File: config.mk
export PLATFORM = sky130hd
export DESIGN_NAME = rslt_bram_writer
export DESIGN_NICKNAME = d
export VERILOG_FILES = /design/src/rtl/rslt_bram_writer.sv
export SDC_FILE = /design/constraint.sdc
export NUM_CORES = 1
export LEC_CHECK = 0
export BUFFER_PORTS_ARGS = -buffer_cell sky130_fd_sc_hd__clkbuf_2
export CAP_MARGIN = 20
export CORE_ASPECT_RATIO = 0.75
export CORE_MARGIN = 2
export CORE_UTILIZATION = 23
export DETAILED_ROUTE_END_ITERATION = 10
export HOLD_SLACK_MARGIN = 0.12
export SYNTH_ARGS = -nofsm -noshare
export SYNTH_HDL_FRONTEND = slang
export SYNTH_SLANG_ARGS = --single-unit
File: constraint.sdc
create_clock -name clk -period 4.5 [get_ports clk]
set_clock_uncertainty 0.1 [all_clocks]
set_input_delay 0.9 -clock clk [delete_from_list [all_inputs] [get_ports clk]]
set_output_delay 0.9 -clock clk [all_outputs]
set_load 0.03 [all_outputs]
File: src/rtl/rslt_bram_writer.sv
// Collects one AXI-Stream result frame and writes each beat to consecutive BRAM addresses.
// A run is framed by base and size captured at start; a tlast that disagrees with size ends in ERR.
module rslt_bram_writer #(
    parameter int DATA_WIDTH = 16,
    parameter int ADDR_WIDTH = 16
) (
    input  logic                  clk,
    input  logic                  rst,
    input  logic                  operation_start,
    input  logic [ADDR_WIDTH-1:0] rslt_base,
    input  logic [ADDR_WIDTH-1:0] rslt_size,
    input  logic [DATA_WIDTH-1:0] s_axis_rslt_tdata,
    input  logic                  s_axis_rslt_tvalid,
    output logic                  s_axis_rslt_tready,
    input  logic                  s_axis_rslt_tlast,
    output logic                  bram_en,
    output logic                  bram_we,
    output logic [ADDR_WIDTH-1:0] bram_addr,
    output logic [DATA_WIDTH-1:0] bram_wrdata,
    output logic                  operation_in_progress,
    output logic                  operation_complete,
    output logic                  operation_error,
    output logic [ADDR_WIDTH-1:0] words_written
);

    typedef enum logic [1:0] {IDLE, RUN, DONE, ERR} state_t;

    state_t                state;
    state_t                state_next;
    logic [ADDR_WIDTH-1:0] base_q;
    logic [ADDR_WIDTH-1:0] size_q;
    logic [ADDR_WIDTH-1:0] count_q;
    logic                  accept;
    logic                  last_beat;

    // tready depends only on the registered state, so there is no path from tvalid.
    assign s_axis_rslt_tready    = (state == RUN);
    assign accept                = s_axis_rslt_tvalid && (state == RUN);
    assign last_beat             = (count_q == size_q - ADDR_WIDTH'(1));

    assign operation_in_progress = (state == RUN);
    assign operation_complete    = (state == DONE);
    assign operation_error       = (state == ERR);
    assign words_written         = count_q;

    always_ff @(posedge clk) begin
        if (rst) begin
            state <= IDLE;
        end else begin
            state <= state_next;
        end
    end

    always_comb begin
        state_next = state;
        case (state)
            IDLE: begin
                if (operation_start) begin
                    state_next = (rslt_size == '0) ? ERR : RUN;
                end
            end
            RUN: begin
                // The beat that ends the run is still written, whichever way it ends.
                if (accept) begin
                    if (last_beat) begin
                        state_next = s_axis_rslt_tlast ? DONE : ERR;
                    end else if (s_axis_rslt_tlast) begin
                        state_next = ERR;
                    end
                end
            end
            DONE:    state_next = IDLE;
            ERR:     state_next = IDLE;
            default: state_next = IDLE;
        endcase
    end

    always_ff @(posedge clk) begin
        if (rst) begin
            base_q      <= '0;
            size_q      <= '0;
            count_q     <= '0;
            bram_en     <= 1'b0;
            bram_we     <= 1'b0;
            bram_addr   <= '0;
            bram_wrdata <= '0;
        end else begin
            bram_en <= accept;
            bram_we <= accept;
            if (state == IDLE && operation_start) begin
                base_q  <= rslt_base;
                size_q  <= rslt_size;
                count_q <= '0;
            end
            // Address arithmetic wraps naturally at the port width.
            if (accept) begin
                bram_addr   <= base_q + count_q;
                bram_wrdata <= s_axis_rslt_tdata;
                count_q     <= count_q + ADDR_WIDTH'(1);
            end
        end
    end

endmodule

======== After elaboration in Yosys (flattened, before gate mapping) ========
Cells that the tools add are included.
operators by class
  add/sub/neg operators ................... 3
  eq/ne operators ......................... 7
  multiplexer cells ....................... 9
  reductions and logical operators ........ 7
operators with widths
  operator                                               number
  two-way mux 16 bit                                     2
  adder 16 x 1 -> 16 bit, second input constant          1
  adder 16 bit                                           1
  == test 16 bit                                         1
  zero test 16 bit                                       1
  subtractor 16 x 1 -> 16 bit, second input constant     1
  two-way mux 2 bit                                      5
  one-hot mux 2 bit (3 select lines)                     1
  == test 2 bit, second input constant                   2
  inequality test 3 x 2 -> 1 bit, second input constant  1
  AND reduction 3 bit                                    1
  == test 2 x 1 -> 1 bit, second input constant          1
  logical AND 1 bit                                      2
  zero test 2 bit                                        1
  inequality test 2 x 1 -> 1 bit, second input constant  1
  inequality test 2 bit, second input constant           1
  nonzero test 2 bit                                     1
  OR reduction 2 bit                                     1
  two-way mux 1 bit                                      1
word-level totals
  register bits ........................... 83
  input port bits ......................... 53
  output and inout bits ................... 54
  word-level logic and storage cells ...... 33

======== Longest topological paths before layout ========
  depth after elaboration ................. 5
  depth in mapped cells ................... 9
  depth with buffers taken out ............ 9

======== Worst setup path before layout ========
Ideal clock, no wire load.
  path type ............................... register to register
  from .................................... reg size_q[0]
  to ...................................... reg state[1]
  setup time .............................. 60 ps
  arrival time ............................ 2,387 ps
  required time ........................... 4,340 ps
  path slack .............................. 1,953 ps
  stages on the path, launching flop included .. 9
  buffers on the path ..................... 1
  period minus slack after synthesis ...... 2,547 ps
  cells stage by stage .................... dfxtp_1 -> inv_1 -> ha_1 -> or4b_1 -> clkbuf_2 -> or4_4 -> or3_1 -> a221oi_2 -> a32o_1
on the way
  cells in the longest elaborated chain, start to end .. 5
  elaborated cells between the ends (all ways) .. 7
  those cells by class .................... 1 x add/sub; 2 x eq/ne; 3 x mux; 1 x reduce/logical
ends and longest elaborated chain
  element                             line  text
  start: declaration                  31    logic [ADDR_WIDTH-1:0] size_q;
  start signal: assignment            92    size_q <= rslt_size;
  subtractor 16 x 1 -> 16 bit *       39    assign last_beat = (count_q == size_q - ADDR_WIDTH'(1));
  == test 16 bit *                    39
  two-way mux 2 bit                   65    if (last_beat) begin
  two-way mux 2 bit                   64    if (accept) begin
  one-hot mux 2 bit (3 select lines)  56    case (state)
  end signal: assignment              50    state <= state_next;
  end: declaration                    28    state_t state;
Mark *: on every way between the ends. The rest lies on a longest branch, timed or not. The select of a mux whose other input is x is not followed.
A chain may end at the register's enable or synchronous reset.

======== Worst setup path after layout ========
Same ends and word-level chain as after synthesis.

==> impl_metrics.env <==
export IMPL_tightest_slew_ps=1010
export IMPL_clockBufferDepth=2
export IMPL_hold_start="bram_wrdata[1]$_SDFFE_PP0P_"
export IMPL_core_area_um2=18500
export IMPL_synthDistinctLibCells=56
export IMPL_powerDensity_nw_per_um2=342
export IMPL_fin_crit_sh_pct=61.1
export IMPL_dp_cells=887
export IMPL_cap_viol_max_count=0
export IMPL_pin_count=107
export IMPL_layout_drive_gt1_share_pct=21.1
export IMPL_reg2reg_depth=7
export IMPL_cts_hold_fix_buffers=0
export IMPL_period_minus_slack_ps=2750
export IMPL_initialDrtViolationCount=273
export IMPL_ys_flop_type="dfxtp_1"
export IMPL_tritoncts="built"
export IMPL_synthesis_instances=564
export IMPL_antenna_cells=0
export IMPL_dieHeight_um=123
export IMPL_area_delta_synth_final_pct=24.1
export IMPL_final_hold_viol_count=0
export IMPL_yosysWarnings=0
export IMPL_cts_resized=0
export IMPL_gp_congestion=0.828
export IMPL_cp_data_required_time_ps=4690
export IMPL_maxSlewHeadroom_pct=32.8
export IMPL_vias=4196
export IMPL_fin_util_pct=29.1
export IMPL_root_buffer="clkbuf_16"
export IMPL_die_w_um=163
export IMPL_p_int_mw=1.36
export IMPL_layout_common_cells="125 x nand2_1, 105 x clkbuf_2, 83 x dfxtp_1, 77 x a21oi_1, 35 x nor2_1"
export IMPL_viasPerCell=4.65
export IMPL_setup_violations_final=0
export IMPL_worstReg2RegStart="size_q[0]$_SDFFE_PP0P_"
export IMPL_power_switching_share_pct=26.2
export IMPL_vdd_drop_max_v=0.000176
export IMPL_clk_pin_slew_ps=60
export IMPL_grt_pass1_vias=3863
export IMPL_antenna_found_initial=0
export IMPL_syn_area_per_cell_um2=7.70
export IMPL_run_status="finished clean"
export IMPL_drc_errors=0
export IMPL_insertion_delay_ps=340
export IMPL_numCtsBuffers=9
export IMPL_setup_tns_ps=0
export IMPL_io_buffers=106
export IMPL_start_util_pct=23.5
export IMPL_power_frac_seq_pct=43.0
export IMPL_comb_power_share_pct=13.7
export IMPL_fill_cells=2020
export IMPL_post_cts_setup_buffers=0
export IMPL_overflow=0
export IMPL_dieArea_um2=20000
export IMPL_critPathLaunch="size_q[0]$_SDFFE_PP0P_"
export IMPL_seq_area_frac_synth_pct=38.3
export IMPL_rsz0062_at_grt="no"
export IMPL_wire_per_inst_um=14.6
export IMPL_finalWirelength_um=13200
export IMPL_drt_first_pass_iters=4
export IMPL_yosys_register_bits=83
export IMPL_synth_area_um2=4340
export IMPL_holdPathStages=2
export IMPL_switchingPower_uw=483
export IMPL_grt_usage_pct=13.4
export IMPL_cts_sinks=83
export IMPL_reg2reg_to="state[1]$_SDFFE_PP0P_"
export IMPL_regArea_um2=1660
export IMPL_synth_nets=635
export IMPL_layout_commonest_cell="nand2_1"
export IMPL_async_reset_ff_share_pct=0
export IMPL_final_cells=902
export IMPL_nets=722
export IMPL_worstPathArrival_ps=2940
export IMPL_hold_end="bram_wrdata[1]$_SDFFE_PP0P_"
export IMPL_cp_max_fo=7
export IMPL_final_max_slew_viol_count=0
export IMPL_core_rowCount=43
export IMPL_startpoint_type="flip-flop"
export IMPL_leakage_nw=2.14
export IMPL_synth_edff_count=0
export IMPL_min_path_type="flip-flop to flip-flop"
export IMPL_critPathKind="flip-flop to flip-flop"
export IMPL_endpoint_kind="flip-flop"
export IMPL_reg2reg_slack_ps=1750
export IMPL_multi_input_area_um2=2500
export IMPL_grt_max_degree=51
export IMPL_p_clk_share_pct=43.3
export IMPL_fmax_mhz=364
export IMPL_htreeDepth=3
export IMPL_ant_nets=0
export IMPL_grt_pass1_wl_um=21000
export IMPL_hpwlAfterDp_um=9680
[cells in the mapped netlist (2+ instances only)]
cell	n	area (µm²)
a31oi_1	7	43.8
inv_1	10	37.5
nand4_1	8	50.1
and3_1	3	18.8
or3_1	7	43.8
or2_2	6	37.5
nand2_1	125	469
xnor2_1	21	184
xor2_1	5	43.8
nor3_1	13	65.1
buf_4	2	15.0
and2_1	2	12.5
or4_4	2	22.5
ha_1	17	213
or4_1	3	22.5
nor2b_1	4	25.0
nand3b_1	5	37.5
a21oi_1	77	385
a211oi_1	5	37.5
clkbuf_1	28	105
buf_1	2	7.51
nor2_1	35	131
a22oi_1	2	15.0
o211ai_1	8	60.1
nand2b_1	4	25.0
dfxtp_1	83	1660
nor4b_1	4	35.0
nor4_1	7	43.8
nand3_1	15	75.1
o21a_1	7	52.6
nor3b_1	2	15.0
o21ai_0	18	90.1
a21o_1	4	30.0
[critical path, stage by stage (launching register included)]
cell      delay (ps)
dfxtp_1          360
inv_1             80
ha_1             210
or4b_1           600
or4_4            480
or3_1            380
a221oi_2         300
a32o_1           190
[power groups by stage]
stage	clock network (mW)	logic [mW]	registers, mW
3_5_place_dp	0	0.253	0.809
6_report	0.798	0.252	0.792
2_1_floorplan	0	0.160	0.820
3_3_place_gp	0	0.252	0.808
5_1_grt	0.849	0.282	0.797
4_1_cts	0.819	0.254	0.792
[kinds of logic (layout without fill, tap and decap cells)]
logic type	count (synthesis)	after routing	synth area share [%]
XOR/XNOR	26	26	5.24
buffers and inverters	44	135	4.18
flip-flops	83	83	38.3
adder cells (fa/ha/maj)	18	18	5.36
AND/OR/NAND/NOR	251	251	27.3
AO/OA/AOI/OAI	139	139	18.8
multiplexers	3	3	0.749
[state kept, by name, summed over array words and instances, names as in the netlist]
name and cells:
size_q 16, state 2, base_q 16, bram_we 1
bram_wrdata 16, words_written 16, bram_addr 16
[stage by stage]
step                      power (mW)  setup WS, ps  area (µm²)  hold slack [ps]
final                           1.84          1750        5390              355
after global routing            1.93          1600        5390              372
after CTS                       1.87          1760        5390              357
after detailed placement        1.06          1770        5070              347
after global placement          1.06          1860        5070              343
after floorplan                0.981          1950        4340              340
[metal layers]
metal,routed length (µm),GRT usage [%],share of wire (%),vias up
li1,-,-,-,2155
met1,6570,18.9,50,1896
met2,5420,19.5,41,126
met3,989,4.56,7.5,19
met4,179,3.65,1.4,0
met5,0,0,0,-
[cell type report]
cell class / count / area share (%)
Clock inverter: 4 / 1.39
Tap cell: 247 / 5.73
Clock buffer: 11 / 4.50
Sequential cell: 83 / 30.8
Inverter: 10 / 0.696
Timing Repair Buffer: 110 / 10.4
Multi-Input combinational cell: 437 / 46.4
[worst max-delay path by stage]
| stage | slack (ps) | end | cells after the start |
|---|---|---|---|
| after floorplan | 1950 | state[1]$_SDFFE_PP0P_ | 8 |
| after global placement | 1860 | state[1]$_SDFFE_PP0P_ | 7 |
| after detailed placement | 1770 | state[1]$_SDFFE_PP0P_ | 7 |
| after CTS | 1760 | state[1]$_SDFFE_PP0P_ | 7 |
| after global routing | 1600 | state[1]$_SDFFE_PP0P_ | 8 |
| final | 1750 | state[1]$_SDFFE_PP0P_ | 7 |
No activity file was read; power rests on OpenSTA's default activity.
